==> config.mk <==
export PLATFORM = sky130hd
export DESIGN_NAME = ken_anim_sequencer_flat
export DESIGN_NICKNAME = d
export VERILOG_FILES = /design/src/rtl/ken_anim_sequencer_if.sv /design/src/rtl/ken_anim_sequencer.sv /design/src/flat_wrapper.sv
export SDC_FILE = /design/constraint.sdc
export NUM_CORES = 1
export LEC_CHECK = 0
export BUFFER_PORTS_ARGS = -buffer_cell sky130_fd_sc_hd__buf_2
export CORE_MARGIN = 4
export CORE_UTILIZATION = 45
export DETAILED_ROUTE_END_ITERATION = 8
export PLACE_DENSITY = 0.77
export SLEW_MARGIN = 30
export SYNTH_ARGS = -nofsm -noshare
export SYNTH_HDL_FRONTEND = slang
export SYNTH_SLANG_ARGS = --single-unit
export TNS_END_PERCENT = 30
==> constraint.sdc <==
create_clock -name Clk -period 2.5 [get_ports Clk]
set_input_delay 0.125 -clock Clk [delete_from_list [all_inputs] [get_ports Clk]]
set_output_delay 0.125 -clock Clk [all_outputs]
set_load 0.03 [all_outputs]
==> src/rtl/ken_anim_sequencer_if.sv <==
// Control and pose bundle between the game logic (master) and the Ken animation sequencer (slave).
interface ken_anim_sequencer_if;
    logic       frame_tick;
    logic       left;
    logic       right;
    logic       up;
    logic       down;
    logic       punch;
    logic       kick;
    logic       special;
    logic       ko;
    logic [5:0] ken;
    logic       busy;
    logic       hit_active;
    logic       special_launch;
    logic [5:0] y_offset;

    modport master (
        output frame_tick, left, right, up, down, punch, kick, special, ko,
        input  ken, busy, hit_active, special_launch, y_offset
    );

    modport slave (
        input  frame_tick, left, right, up, down, punch, kick, special, ko,
        output ken, busy, hit_active, special_launch, y_offset
    );
endinterface

==> src/rtl/ken_anim_sequencer.sv <==
// Ken animation sequencer: frame-stepped pose FSM feeding the sprite colour mapper.
// Defining KEN_JUMP_ARC_EN adds the registered jump-height table on y_offset.
module ken_anim_sequencer #(
    parameter int FRAMES_PER_STEP = 6,
    parameter int CNT_W           = 4
) (
    input logic                 Clk,
    input logic                 Reset,
    ken_anim_sequencer_if.slave bus
);
    typedef enum logic [3:0] {
        IDLE, WALK_F, WALK_B, CROUCH, PUNCH, KICK, CROUCH_PUNCH, JUMP, SPECIAL, KO
    } state_e;

    localparam logic [CNT_W-1:0] CNT_LAST = CNT_W'(FRAMES_PER_STEP - 1);

    state_e           state_q, state_d, req;
    logic [CNT_W-1:0] cnt_q, cnt_d;
    logic [5:0]       ken_q, ken_d;
    logic             busy_q, hit_q, launch_q;
    logic             step;

    function automatic logic [5:0] first_code(input state_e s);
        case (s)
            WALK_F:       return 6'd4;
            WALK_B:       return 6'd12;
            CROUCH:       return 6'd20;
            PUNCH:        return 6'd8;
            KICK:         return 6'd16;
            CROUCH_PUNCH: return 6'd21;
            JUMP:         return 6'd24;
            SPECIAL:      return 6'd29;
            KO:           return 6'd33;
            default:      return 6'd0;
        endcase
    endfunction

    function automatic logic [5:0] last_code(input state_e s);
        case (s)
            PUNCH:        return 6'd11;
            KICK:         return 6'd19;
            CROUCH_PUNCH: return 6'd23;
            JUMP:         return 6'd28;
            SPECIAL:      return 6'd32;
            default:      return 6'd35;
        endcase
    endfunction

    function automatic logic is_busy(input state_e s);
        return s inside {PUNCH, KICK, CROUCH_PUNCH, JUMP, SPECIAL, KO};
    endfunction

    function automatic logic hit_code(input logic [5:0] c);
        return c inside {6'd10, 6'd18, 6'd22, 6'd31, 6'd32};
    endfunction

    always_comb begin
        req = IDLE;
        if (bus.special)    req = SPECIAL;
        else if (bus.punch) req = bus.down ? CROUCH_PUNCH : PUNCH;
        else if (bus.kick)  req = KICK;
        else if (bus.up)    req = JUMP;
        else if (bus.down)  req = CROUCH;
        else if (bus.right) req = WALK_F;
        else if (bus.left)  req = WALK_B;
    end

    always_comb begin
        state_d = state_q;
        cnt_d   = cnt_q;
        ken_d   = ken_q;
        step    = 1'b0;
        if (bus.frame_tick) begin
            if (bus.ko && state_q != KO)
                state_d = KO;
            else if (!is_busy(state_q) && req != state_q)
                state_d = req;
            else
                step = 1'b1;
        end
        if (state_d != state_q) begin
            cnt_d = '0;
            ken_d = first_code(state_d);
        end else if (step) begin
            if (cnt_q == CNT_LAST) begin
                cnt_d = '0;
                // Looping ranges are 4-aligned, so only the low two bits wrap
                case (state_q)
                    IDLE, WALK_F, WALK_B: ken_d = {ken_q[5:2], ken_q[1:0] + 2'd1};
                    CROUCH:               ken_d = ken_q;
                    KO:                   ken_d = (ken_q == 6'd35) ? ken_q : ken_q + 6'd1;
                    default: begin
                        if (ken_q == last_code(state_q)) begin
                            if (state_q == CROUCH_PUNCH && bus.down) begin
                                state_d = CROUCH;
                                ken_d   = 6'd20;
                            end else begin
                                state_d = IDLE;
                                ken_d   = 6'd0;
                            end
                        end else begin
                            ken_d = ken_q + 6'd1;
                        end
                    end
                endcase
            end else begin
                cnt_d = cnt_q + 1'b1;
            end
        end
    end

    always_ff @(posedge Clk) begin
        if (Reset) begin
            state_q  <= IDLE;
            cnt_q    <= '0;
            ken_q    <= '0;
            busy_q   <= 1'b0;
            hit_q    <= 1'b0;
            launch_q <= 1'b0;
        end else begin
            state_q  <= state_d;
            cnt_q    <= cnt_d;
            ken_q    <= ken_d;
            busy_q   <= is_busy(state_d);
            hit_q    <= hit_code(ken_d);
            launch_q <= (ken_d == 6'd32) && (ken_q != 6'd32);
        end
    end

    assign bus.ken            = ken_q;
    assign bus.busy           = busy_q;
    assign bus.hit_active     = hit_q;
    assign bus.special_launch = launch_q;

`ifdef KEN_JUMP_ARC_EN
    logic [5:0] yoff_q;

    function automatic logic [5:0] jump_arc(input logic [5:0] c);
        case (c)
            6'd25, 6'd28: return 6'd24;
            6'd26, 6'd27: return 6'd40;
            default:      return 6'd0;
        endcase
    endfunction

    always_ff @(posedge Clk) begin
        if (Reset) yoff_q <= '0;
        else       yoff_q <= jump_arc(ken_d);
    end

    assign bus.y_offset = yoff_q;
`else
    assign bus.y_offset = 6'd0;
`endif
endmodule
==> src/flat_wrapper.sv <==
// flat-port wrapper written by rule: the top's interface ports become plain ports
module ken_anim_sequencer_flat 
#(
    parameter int FRAMES_PER_STEP = 6,
    parameter int CNT_W           = 4
)
  (Clk, Reset, bus_frame_tick, bus_left, bus_right, bus_up, bus_down, bus_punch, bus_kick, bus_special, bus_ko, bus_ken, bus_busy, bus_hit_active, bus_special_launch, bus_y_offset);
  ken_anim_sequencer_if bus_i ();
  input logic Clk;
  input logic Reset;
  input wire logic [$bits(bus_i.frame_tick)-1:0] bus_frame_tick;
  input wire logic [$bits(bus_i.left)-1:0] bus_left;
  input wire logic [$bits(bus_i.right)-1:0] bus_right;
  input wire logic [$bits(bus_i.up)-1:0] bus_up;
  input wire logic [$bits(bus_i.down)-1:0] bus_down;
  input wire logic [$bits(bus_i.punch)-1:0] bus_punch;
  input wire logic [$bits(bus_i.kick)-1:0] bus_kick;
  input wire logic [$bits(bus_i.special)-1:0] bus_special;
  input wire logic [$bits(bus_i.ko)-1:0] bus_ko;
  output wire logic [$bits(bus_i.ken)-1:0] bus_ken;
  output wire logic [$bits(bus_i.busy)-1:0] bus_busy;
  output wire logic [$bits(bus_i.hit_active)-1:0] bus_hit_active;
  output wire logic [$bits(bus_i.special_launch)-1:0] bus_special_launch;
  output wire logic [$bits(bus_i.y_offset)-1:0] bus_y_offset;
  assign bus_i.frame_tick = bus_frame_tick;
  assign bus_i.left = bus_left;
  assign bus_i.right = bus_right;
  assign bus_i.up = bus_up;
  assign bus_i.down = bus_down;
  assign bus_i.punch = bus_punch;
  assign bus_i.kick = bus_kick;
  assign bus_i.special = bus_special;
  assign bus_i.ko = bus_ko;
  assign bus_ken = bus_i.ken;
  assign bus_busy = bus_i.busy;
  assign bus_hit_active = bus_i.hit_active;
  assign bus_special_launch = bus_i.special_launch;
  assign bus_y_offset = bus_i.y_offset;
  ken_anim_sequencer #(.FRAMES_PER_STEP(FRAMES_PER_STEP), .CNT_W(CNT_W)) u_core (.Clk(Clk), .Reset(Reset), .bus(bus_i));
endmodule
==> key figures <==
Clock tree
  • Clk buf depth: 2
  • Clock slew at reported path FFs: 0.07 ns
  • CTS hold repair buffers: 0
  • Clock Latency Late Sink: 0.26 ns
  • Clock sinks: 17
  • Clk root buf: clkbuf_8
  • Total CTS buffers: 3
  • CTS tree: yes
  • H-Tree Depth: 1

Power
  • Post-route total power: around 1100 uW
  • Maximum vdd drop: 0.0004839 V
  • LEAKAGE: ~0.0012 uW
  • P per Cell Area: between 400 and 500 nW/um2

Route
  • DRC: 0
  • Post-route ant nets: 0
  • Vias: 2353
  • First DRT Iteration DRCs: ~210
  • Vias per inst: just over 6
  • WL final: 6.712 mm
  • TritonRoute pass-1 iters: 5
  • Routed len/inst: 17.21 um

Floorplan
  • Initial Utilization: 0.4812
  • Core box area: 3799 um2
  • Placement Rows: 22
  • Die outline height: 71.74 um
  • Die ar.: 5146 um2
  • Die W: 71.74 um
  • I/O pins: 26

Critical path
  • CP Class: register to register
  • Top Family by Delay on Critical Path: compound AO/OA/AOI/OAI gates
  • WP buf/inv: 2
  • Most used cell, CP: buf_6
  • Critical-path cell list: or3b_4 > buf_6 > nand2_4 > a211oi_2 > o31a_1 > or2_4 > buf_6 > a311o_1 > o21a_1 > a41oi_2 > o32ai_4
  • CP Launch Type: register
  • Crit path max fanout: 8
  • Crit path DAT: 2.98 ns
  • Critical Path RT: 2.64 ns
  • CP Capture Type: register
  • Slowest-stage cell, CP: or3b_4
  • Critical Path Max Stage Delay: 0.43 ns

Placed design
  • Port bufs: 19
  • GP Congestion: around 0.96
  • Hpwl dp: roughly 4.5 mm

Synth
  • #FFs+latches synth: 17
  • YS warnings: 0
  • EDFF count, synth: 0
  • Primary FF master, synth: dfxtp_1
  • Sequential fraction of the synthesis area: 0.1862
  • Post-synthesis cell area: 1828 um2
  • Fraction of registers with async set/reset: 0
  • Synth Instances: about 250
  • Syn_area_per_cell: 7.225 um2
  • Yosys cell types: 62

Timing
  • Crit share post-route: 1.136
  • RSZ-0062 raised after global routing: true
  • Final Hold Fails: 0
  • Worst Skew: between 0.002 and 0.003 ns
  • Final worst slack: -0.3396 ns
  • Slew Viols, Final: 0
  • Post-route minimum period: 2.840 ns
  • Maximum clock rate: between 300 and 400 MHz
  • Setup Viol. Count Final: 4

Global routing
  • First-pass GRT wire length: 10.34 mm
  • Maximum number of pins on one net before global-route repair: 14
  • Vias in the first global route: between 2000 and 2500
  • Total track usage: 0.2497
  • Total grt overflow: 0
  • Antenna violations before repair: 0

Final layout
  • Synth-to-Final Area Change: 55.30%
  • # nets final: 360
  • Diode count: 0
  • Final Util: 0.7474
  • Share of layout cells above drive strength 1: 0.4444

Run status
  • Run status: finished, violations left
  • Failing checks: setup timing

Hold path
  • Worst hold path class: primary input to register

Run
  • Max-Cap Viols: 0
[where the power goes]
part           switching, uW  internal (uW)
sequential              26.2            289
combinational            318            289
clock                    104            114
total                    448            692
[worst paths after layout]
kind                startpoint               endpoint  slack [ns]  depth (start not counted)
max          u_core.state_q[2]  u_core.bus.hit_active       -0.34                         11
min                      Reset      u_core.state_q[0]        0.20                          2
max reg2reg  u_core.state_q[2]  u_core.bus.hit_active       -0.34                         11
min reg2reg    u_core.cnt_q[0]        u_core.cnt_q[0]        0.56                          2
[cell type report]
cell class	instances	area, um2
Multi-Input combinational cell	208	1580
Inverter	13	48.80
Timing Repair Buffer	100	758.2
Sequential cell	17	346.6
Tap cell	48	60.06
Clock buffer	4	45.04
Fill cell	285	959.7
[layer usage]
metal  share of wire  GRT usage
met5               0          0
met1            0.42     0.3277
met3           0.066    0.02945
met4           0.033     0.1148
met2            0.48     0.4061
[cell families (layout without fill, tap and decap cells)]
group / after synthesis / after routing / share of synthesized area
xor+xnor: 6 / 6 / 0.02875
compound gates: 78 / 78 / 0.3156
other cells: 1 / 6 / 0.002051
fa+ha+maj: 6 / 6 / 0.04107
buf+inv: 33 / 117 / 0.08624
flops: 17 / 17 / 0.1862
simple gates: 107 / 107 / 0.3128
mux: 5 / 5 / 0.02738
[layout by cell type (no fill, tap or decap), types with 4 or more instances in the layout]
cell,n
a21oi_1,13
inv_1,13
buf_4,72
or3_1,4
o21ai_0,10
nand2b_1,4
a211oi_2,5
nand2_1,19
ha_1,5
buf_2,19
buf_6,6
nor2_1,24
nor2b_1,7
o211ai_1,5
dfxtp_1,14
or2_2,4
a221oi_2,4
conb_1,6
nand3_1,8
[cells in the mapped netlist, types with 5 or more instances]
cell type	number	area share
nor2_1	24	0.049
nand2_1	20	0.041
dfxtp_1	17	0.19
a21oi_1	14	0.038
inv_1	13	0.027
o21ai_0	12	0.033
nand3_1	11	0.030
clkbuf_1	10	0.021
nor2b_1	9	0.031
a211oi_1	7	0.029
nand2b_1	7	0.024
buf_4	6	0.025
ha_1	6	0.041
mux2i_1	5	0.027
o211ai_1	5	0.021
or3_1	5	0.017
[flip-flops by register name, summed over array words and instances (netlist names)]
| name | flops |
|---|---|
| u_core.bus.busy | 1 |
| u_core.bus.hit_active | 1 |
| u_core.bus.ken | 6 |
| u_core.bus.special_launch | 1 |
| u_core.cnt_q | 4 |
| u_core.state_q | 4 |
[repair_timing]
| action | 4_1_cts | 5_1_grt |
|---|---|---|
| buffers inserted | 9 | 3 |
| gates resized for setup | 20 | 32 |
| pin swaps | 10 | 17 |
| endpoints found under the setup margin | 10 | 9 |
| gates cloned | 0 | 0 |
[per-stage QoR]
step	hold slack [ns]	setup WS, ns	cells	cell area, um2	setup TNS, ns
floorplan	0.3086	-0.2061	258	1891	-0.3855
global placement	0.4587	-0.5190	374	2471	-1.729
detailed placement	0.4649	-0.5406	374	2471	-1.895
CTS	0.1988	-0.2076	387	2658	-0.5070
global route	0.2101	-0.4091	390	2839	-1.305
finish	0.2032	-0.3396	390	2839	-0.9442
(Power assumes the default switching activity.)
